--- config.mk ---
export PLATFORM = sky130hd
export DESIGN_NAME = wb_reg_file
export DESIGN_NICKNAME = d
export VERILOG_FILES = /design/src/rtl/wb_reg_file.sv
export SDC_FILE = /design/constraint.sdc
export NUM_CORES = 2
export LEC_CHECK = 0
export ABC_AREA = 1
export ABC_CLOCK_PERIOD_IN_PS = 2200
export CORE_AREA = 2 2 477 337
export DETAILED_ROUTE_END_ITERATION = 7
export DIE_AREA = 0 0 479 339
export HOLD_SLACK_MARGIN = 0.15
export PLACE_DENSITY = 0.59
export RECOVER_POWER = 25
export SLEW_MARGIN = 25
export SYNTH_ARGS = -nofsm -noshare
export SYNTH_HDL_FRONTEND = slang
export SYNTH_SLANG_ARGS = --single-unit
--- constraint.sdc ---
create_clock -name clk_i -period 2.2 [get_ports clk_i]
set_input_delay 0.44 -clock clk_i [delete_from_list [all_inputs] [get_ports clk_i]]
set_output_delay 0.44 -clock clk_i [all_outputs]
set_load 0.01 [all_outputs]
--- src/rtl/wb_reg_file.sv ---
// rtl/wb_reg_file.sv - MEM/WB write-back mux, 32-entry GPR file with read bypass and retire counter
module wb_reg_file #(
    parameter int DATA_W = 32,
    parameter int ADDR_W = 5,
    parameter bit BYPASS = 1'b1,
    parameter int CNT_W  = 32
) (
    input  logic              clk_i,
    input  logic              rst_i,
    input  logic [DATA_W-1:0] WB_ReadData,
    input  logic [DATA_W-1:0] WB_ALUresult,
    input  logic [ADDR_W-1:0] WB_WriteReg,
    input  logic              WB_RegWrite,
    input  logic              WB_MemtoReg,
    input  logic [ADDR_W-1:0] RSaddr_i,
    input  logic [ADDR_W-1:0] RTaddr_i,
    output logic [DATA_W-1:0] RSdata_o,
    output logic [DATA_W-1:0] RTdata_o,
    output logic [DATA_W-1:0] WB_WriteData_o,
    output logic [CNT_W-1:0]  retire_cnt_o
);

    localparam int NREG = 2 ** ADDR_W;

    logic [DATA_W-1:0] regs_q [NREG];
    logic [CNT_W-1:0]  cnt_q;
    logic [CNT_W-1:0]  cnt_d;
    logic [DATA_W-1:0] wb_data;
    logic              wr_en;

    assign wb_data        = WB_MemtoReg ? WB_ReadData : WB_ALUresult;
    assign WB_WriteData_o = wb_data;
    assign retire_cnt_o   = cnt_q;

    // Gating with rst_i also disables the bypass while reset is held.
    assign wr_en = rst_i && WB_RegWrite && (WB_WriteReg != '0);
    assign cnt_d = cnt_q + {{(CNT_W-1){1'b0}}, 1'b1};

    always_ff @(posedge clk_i or negedge rst_i) begin
        if (!rst_i) begin
            for (int i = 0; i < NREG; i++) begin
                regs_q[i] <= '0;
            end
            cnt_q <= '0;
        end else if (wr_en) begin
            regs_q[WB_WriteReg] <= wb_data;
            cnt_q               <= cnt_d;
        end
    end

    always_comb begin
        RSdata_o = '0;
        if (rst_i && (RSaddr_i != '0)) begin
            if (BYPASS && wr_en && (WB_WriteReg == RSaddr_i)) begin
                RSdata_o = wb_data;
            end else begin
                RSdata_o = regs_q[RSaddr_i];
            end
        end
    end

    always_comb begin
        RTdata_o = '0;
        if (rst_i && (RTaddr_i != '0)) begin
            if (BYPASS && wr_en && (WB_WriteReg == RTaddr_i)) begin
                RTdata_o = wb_data;
            end else begin
                RTdata_o = regs_q[RTaddr_i];
            end
        end
    end

endmodule

==> results.sh <==
export IMPL_wl_per_cell_microns=23.3
export IMPL_timing_hold_ws_ns=0.384
export IMPL_ant_nets=0
export IMPL_yosysWarnings=0
export IMPL_cts_buffer_depth=3
export IMPL_cts_buffers=110
export IMPL_grt_pass1_wl_microns=389000
export IMPL_crit_family="buffers and inverters"
export IMPL_worst_pin_slew_ns=1.28
export IMPL_ir_worst_vdd_mv=0.669
export IMPL_power_density_nw_per_um2=741
export IMPL_hold_start="regs_q[992]"
export IMPL_placed_area_sq_um=69800
export IMPL_synth_seq_area_share_pct=44.3
export IMPL_max_freq_mhz=372
export IMPL_num_vias=64400
export IMPL_slew_violations=0
export IMPL_regToRegEndpoint="retire_cnt_o[20]"
export IMPL_cpPeakStageDelay_ns=0.35
export IMPL_cp_data_arrival_time_ns=2.25
export IMPL_crit_chain="clkbuf_1 > buf_4 > xor2_2 > nor3_4 > buf_6 > buf_6 > nand2_8 > buf_12 > buf_16 > a21oi_2 > buf_2"
export IMPL_first_global_vias=59500
export IMPL_power_mw=58.3
export IMPL_drc_errors=0
export IMPL_rows=122
export IMPL_postSynthCellCount=8571
export IMPL_clock_skew_ns=0.00593
export IMPL_numPortBuffers=210
export IMPL_synth_seq_cells=1056
export IMPL_drv_cap=0
export IMPL_fin_crit_ns=2.69
export IMPL_nNetsFinal=9154
export IMPL_wl_microns=263000
export IMPL_clkTransAtPathRegs_ns=0.06
export IMPL_htree_levels=3
export IMPL_synth_fp_nets=8655
export IMPL_crit_cells=11
export IMPL_grt_max_degree=174
export IMPL_start_kind="input pin"
export IMPL_cts_root_buf="clkbuf_16"
export IMPL_synthesis_area_sq_um=59700
export IMPL_holdPathEnd="regs_q[992]"
export IMPL_synth_edf_count=0
export IMPL_cp_end_kind="primary output"
export IMPL_overflow=0
export IMPL_rsz0062_at_grt="true"
export IMPL_coreArea_sq_um=157000
export IMPL_hold_path_depth=0
export IMPL_async_reset_ff_share_pct=100
export IMPL_violations="negative setup slack"
export IMPL_cts_sinks=1056
export IMPL_cts_tree="built"
export IMPL_place_gp_congestion=0.922
export IMPL_setup_tns_ns=-92.86
export IMPL_post_dp_hpwl_microns=159000
export IMPL_insertion_delay_ns=0.75
export IMPL_hold_path_class="flip-flop to flip-flop"
export IMPL_critPathKind="input pin to primary output"
export IMPL_avgSynthCellArea_sq_um=6.97
export IMPL_slew_headroom_pct=14.7
export IMPL_antenna_found_initial=5
export IMPL_grt_usage_pct=31.2
export IMPL_ys_flop_type="dfrtp_1"
export IMPL_power_leakage_nw=36.5
export IMPL_dieArea_sq_um=162000
export IMPL_status="finished with violations"
export IMPL_die_width_microns=479
export IMPL_cp_common_cell="buf_6"
export IMPL_crit_buf_inv=7
export IMPL_synth_distinct_cells=34
export IMPL_ff2ff_setup_slack_ns=0.41
export IMPL_required_ns=1.76
export IMPL_finalHoldViolCount=0
export IMPL_io_pins=211
export IMPL_worst_slack_ns=-0.487
export IMPL_period_share_pct=122
export IMPL_cp_max_fo=5
export IMPL_floorplan_initialDensity_pct=37.9
export IMPL_final_util_pct=50.0
export IMPL_cp_slowest_cell="clkbuf_1"
export IMPL_first_iter_violations=9318
export IMPL_crit_path_start="WB_WriteReg[3]"
export IMPL_drt_vias_per_instance=5.71
export IMPL_drive_above_1_share_pct=20.9
export IMPL_dieHeight_microns=339
export IMPL_fin_area_sq_um=78700
export IMPL_firstDrtPassIters=6
export IMPL_rr_worst_depth=8
export IMPL_syn_to_final_growth_pct=31.9
export IMPL_setup_viol=607
export IMPL_r2r_start="retire_cnt_o[1]"
-- cells by family after synthesis --
logic type	after synthesis	synth area share [%]
buffers and inverters	1173	8.04
xor gates and xnor gates	36	0.528
adders and majority gates	1	0.0210
AOI/OAI and AO/OA	2002	17.7
and+or+nand+nor	4303	29.5
DFF	1056	44.3
-- layer usage --
metal	share of wire, %	vias to the layer above	global-route usage, %
met1	42	30800	44.9
li1	-	29100	-
met5	0	-	0
met4	4.7	0	12.2
met2	41	3923	45.2
met3	12	682	7.08
-- worst reg2reg max path: cells and delay by family, from the launching register on --
kind	cells	cell delay (ns)
buf+inv	1	0.10
flops	1	0.43
xor+xnor	1	0.16
simple gates	5	0.77
fa+ha+maj	1	0.26
-- cell type report --
type	count	area, sq um
well taps	2108	2640
clock inverters	47	641
clock buffers	159	3310
fillers	15100	78600
flip-flops and latches	1056	26400
diodes	5	12.5
repair buffers	1152	12600
inverters	407	1580
repair inverters	1	16.3
multi-input cells	6342	31500
-- registers in the layout, summed over array words and instances (netlist names) --
name	flops
regs_q	1024
retire_cnt_o	32
-- worst max-delay path by stage --
stage                               to  slack, ns
after floorplan           RSdata_o[10]      -0.01
after global placement    RTdata_o[20]      -1.37
after detailed placement  RTdata_o[20]      -1.34
after CTS                 RSdata_o[12]      -0.41
after global routing      RSdata_o[12]      -0.52
final                     RSdata_o[11]      -0.49
-- synthesized netlist by cell type (all sizes together), types with 18 or more instances --
| library cell | count | share of area [%] |
|---|---|---|
| buf | 246 | 2.2 |
| a21oi | 348 | 2.9 |
| o21ai | 1444 | 12 |
| inv | 405 | 2.5 |
| clkbuf | 520 | 3.3 |
| nor2 | 617 | 3.9 |
| nand4 | 18 | 0.39 |
| or2 | 29 | 0.30 |
| o211ai | 209 | 2.6 |
| dfrtp | 1056 | 44 |
| nand3 | 855 | 7.2 |
| xnor2 | 19 | 0.28 |
| nand2 | 2763 | 17 |
-- repair_timing --
action | 4_1_cts | 5_1_grt
setup buffers | 101 | 72
gates cloned | 25 | 20
resized for setup | 996 | 397
pin swaps | 400 | 337
endpoints found under the setup margin | 309 | 630
endpoints found under the hold margin | 26 | 18
hold buffers | 3 | 1
-- where the power goes --
group	internal [mW]	switching, mW	total [mW]	leakage [nW]
Sequential	22.2	2.12	24.3	14.0
Clock	12.2	8.60	20.8	1.96
Combinational	5.53	7.77	13.3	20.5
-- through the flow --
step                std cells  worst slack [ns]
floorplan                8571           -0.0149
global placement        10800             -1.37
detailed placement      10800             -1.34
CTS                     11200            -0.409
global route            11300            -0.516
finish                  11300            -0.487
-- cells in the final DEF, fill, tap and decap left out, types with 16 or more instances in the layout --
| cell | Yosys | final |
|---|---|---|
| a21oi_2 | 0 | 145 |
| nand3_1 | 852 | 684 |
| or2_4 | 0 | 28 |
| dlygate4sd2_1 | 0 | 43 |
| o21ai_4 | 0 | 26 |
| nand2_2 | 9 | 120 |
| clkbuf_8 | 0 | 29 |
| inv_2 | 8 | 44 |
| o211ai_1 | 209 | 209 |
| buf_16 | 0 | 42 |
| buf_4 | 38 | 588 |
| clkbuf_16 | 0 | 135 |
| a21oi_1 | 348 | 193 |
| nor2_2 | 7 | 37 |
| o21ai_1 | 295 | 317 |
| inv_1 | 397 | 355 |
| clkinv_2 | 0 | 28 |
| o21ai_2 | 0 | 38 |
| clkbuf_2 | 24 | 32 |
| buf_2 | 152 | 61 |
| nand2_1 | 2754 | 2588 |
| clkbuf_1 | 496 | 30 |
| nand2_4 | 0 | 54 |
| clkdlybuf4s50_1 | 0 | 76 |
| o21ai_0 | 1149 | 1063 |
| buf_12 | 1 | 177 |
| nand3_4 | 1 | 17 |
| xnor2_1 | 19 | 16 |
| nand3_2 | 2 | 154 |
| dfrtp_1 | 1056 | 1042 |
| nor2_1 | 610 | 574 |
| buf_6 | 2 | 53 |
No activity file was read; power rests on OpenSTA's default activity.
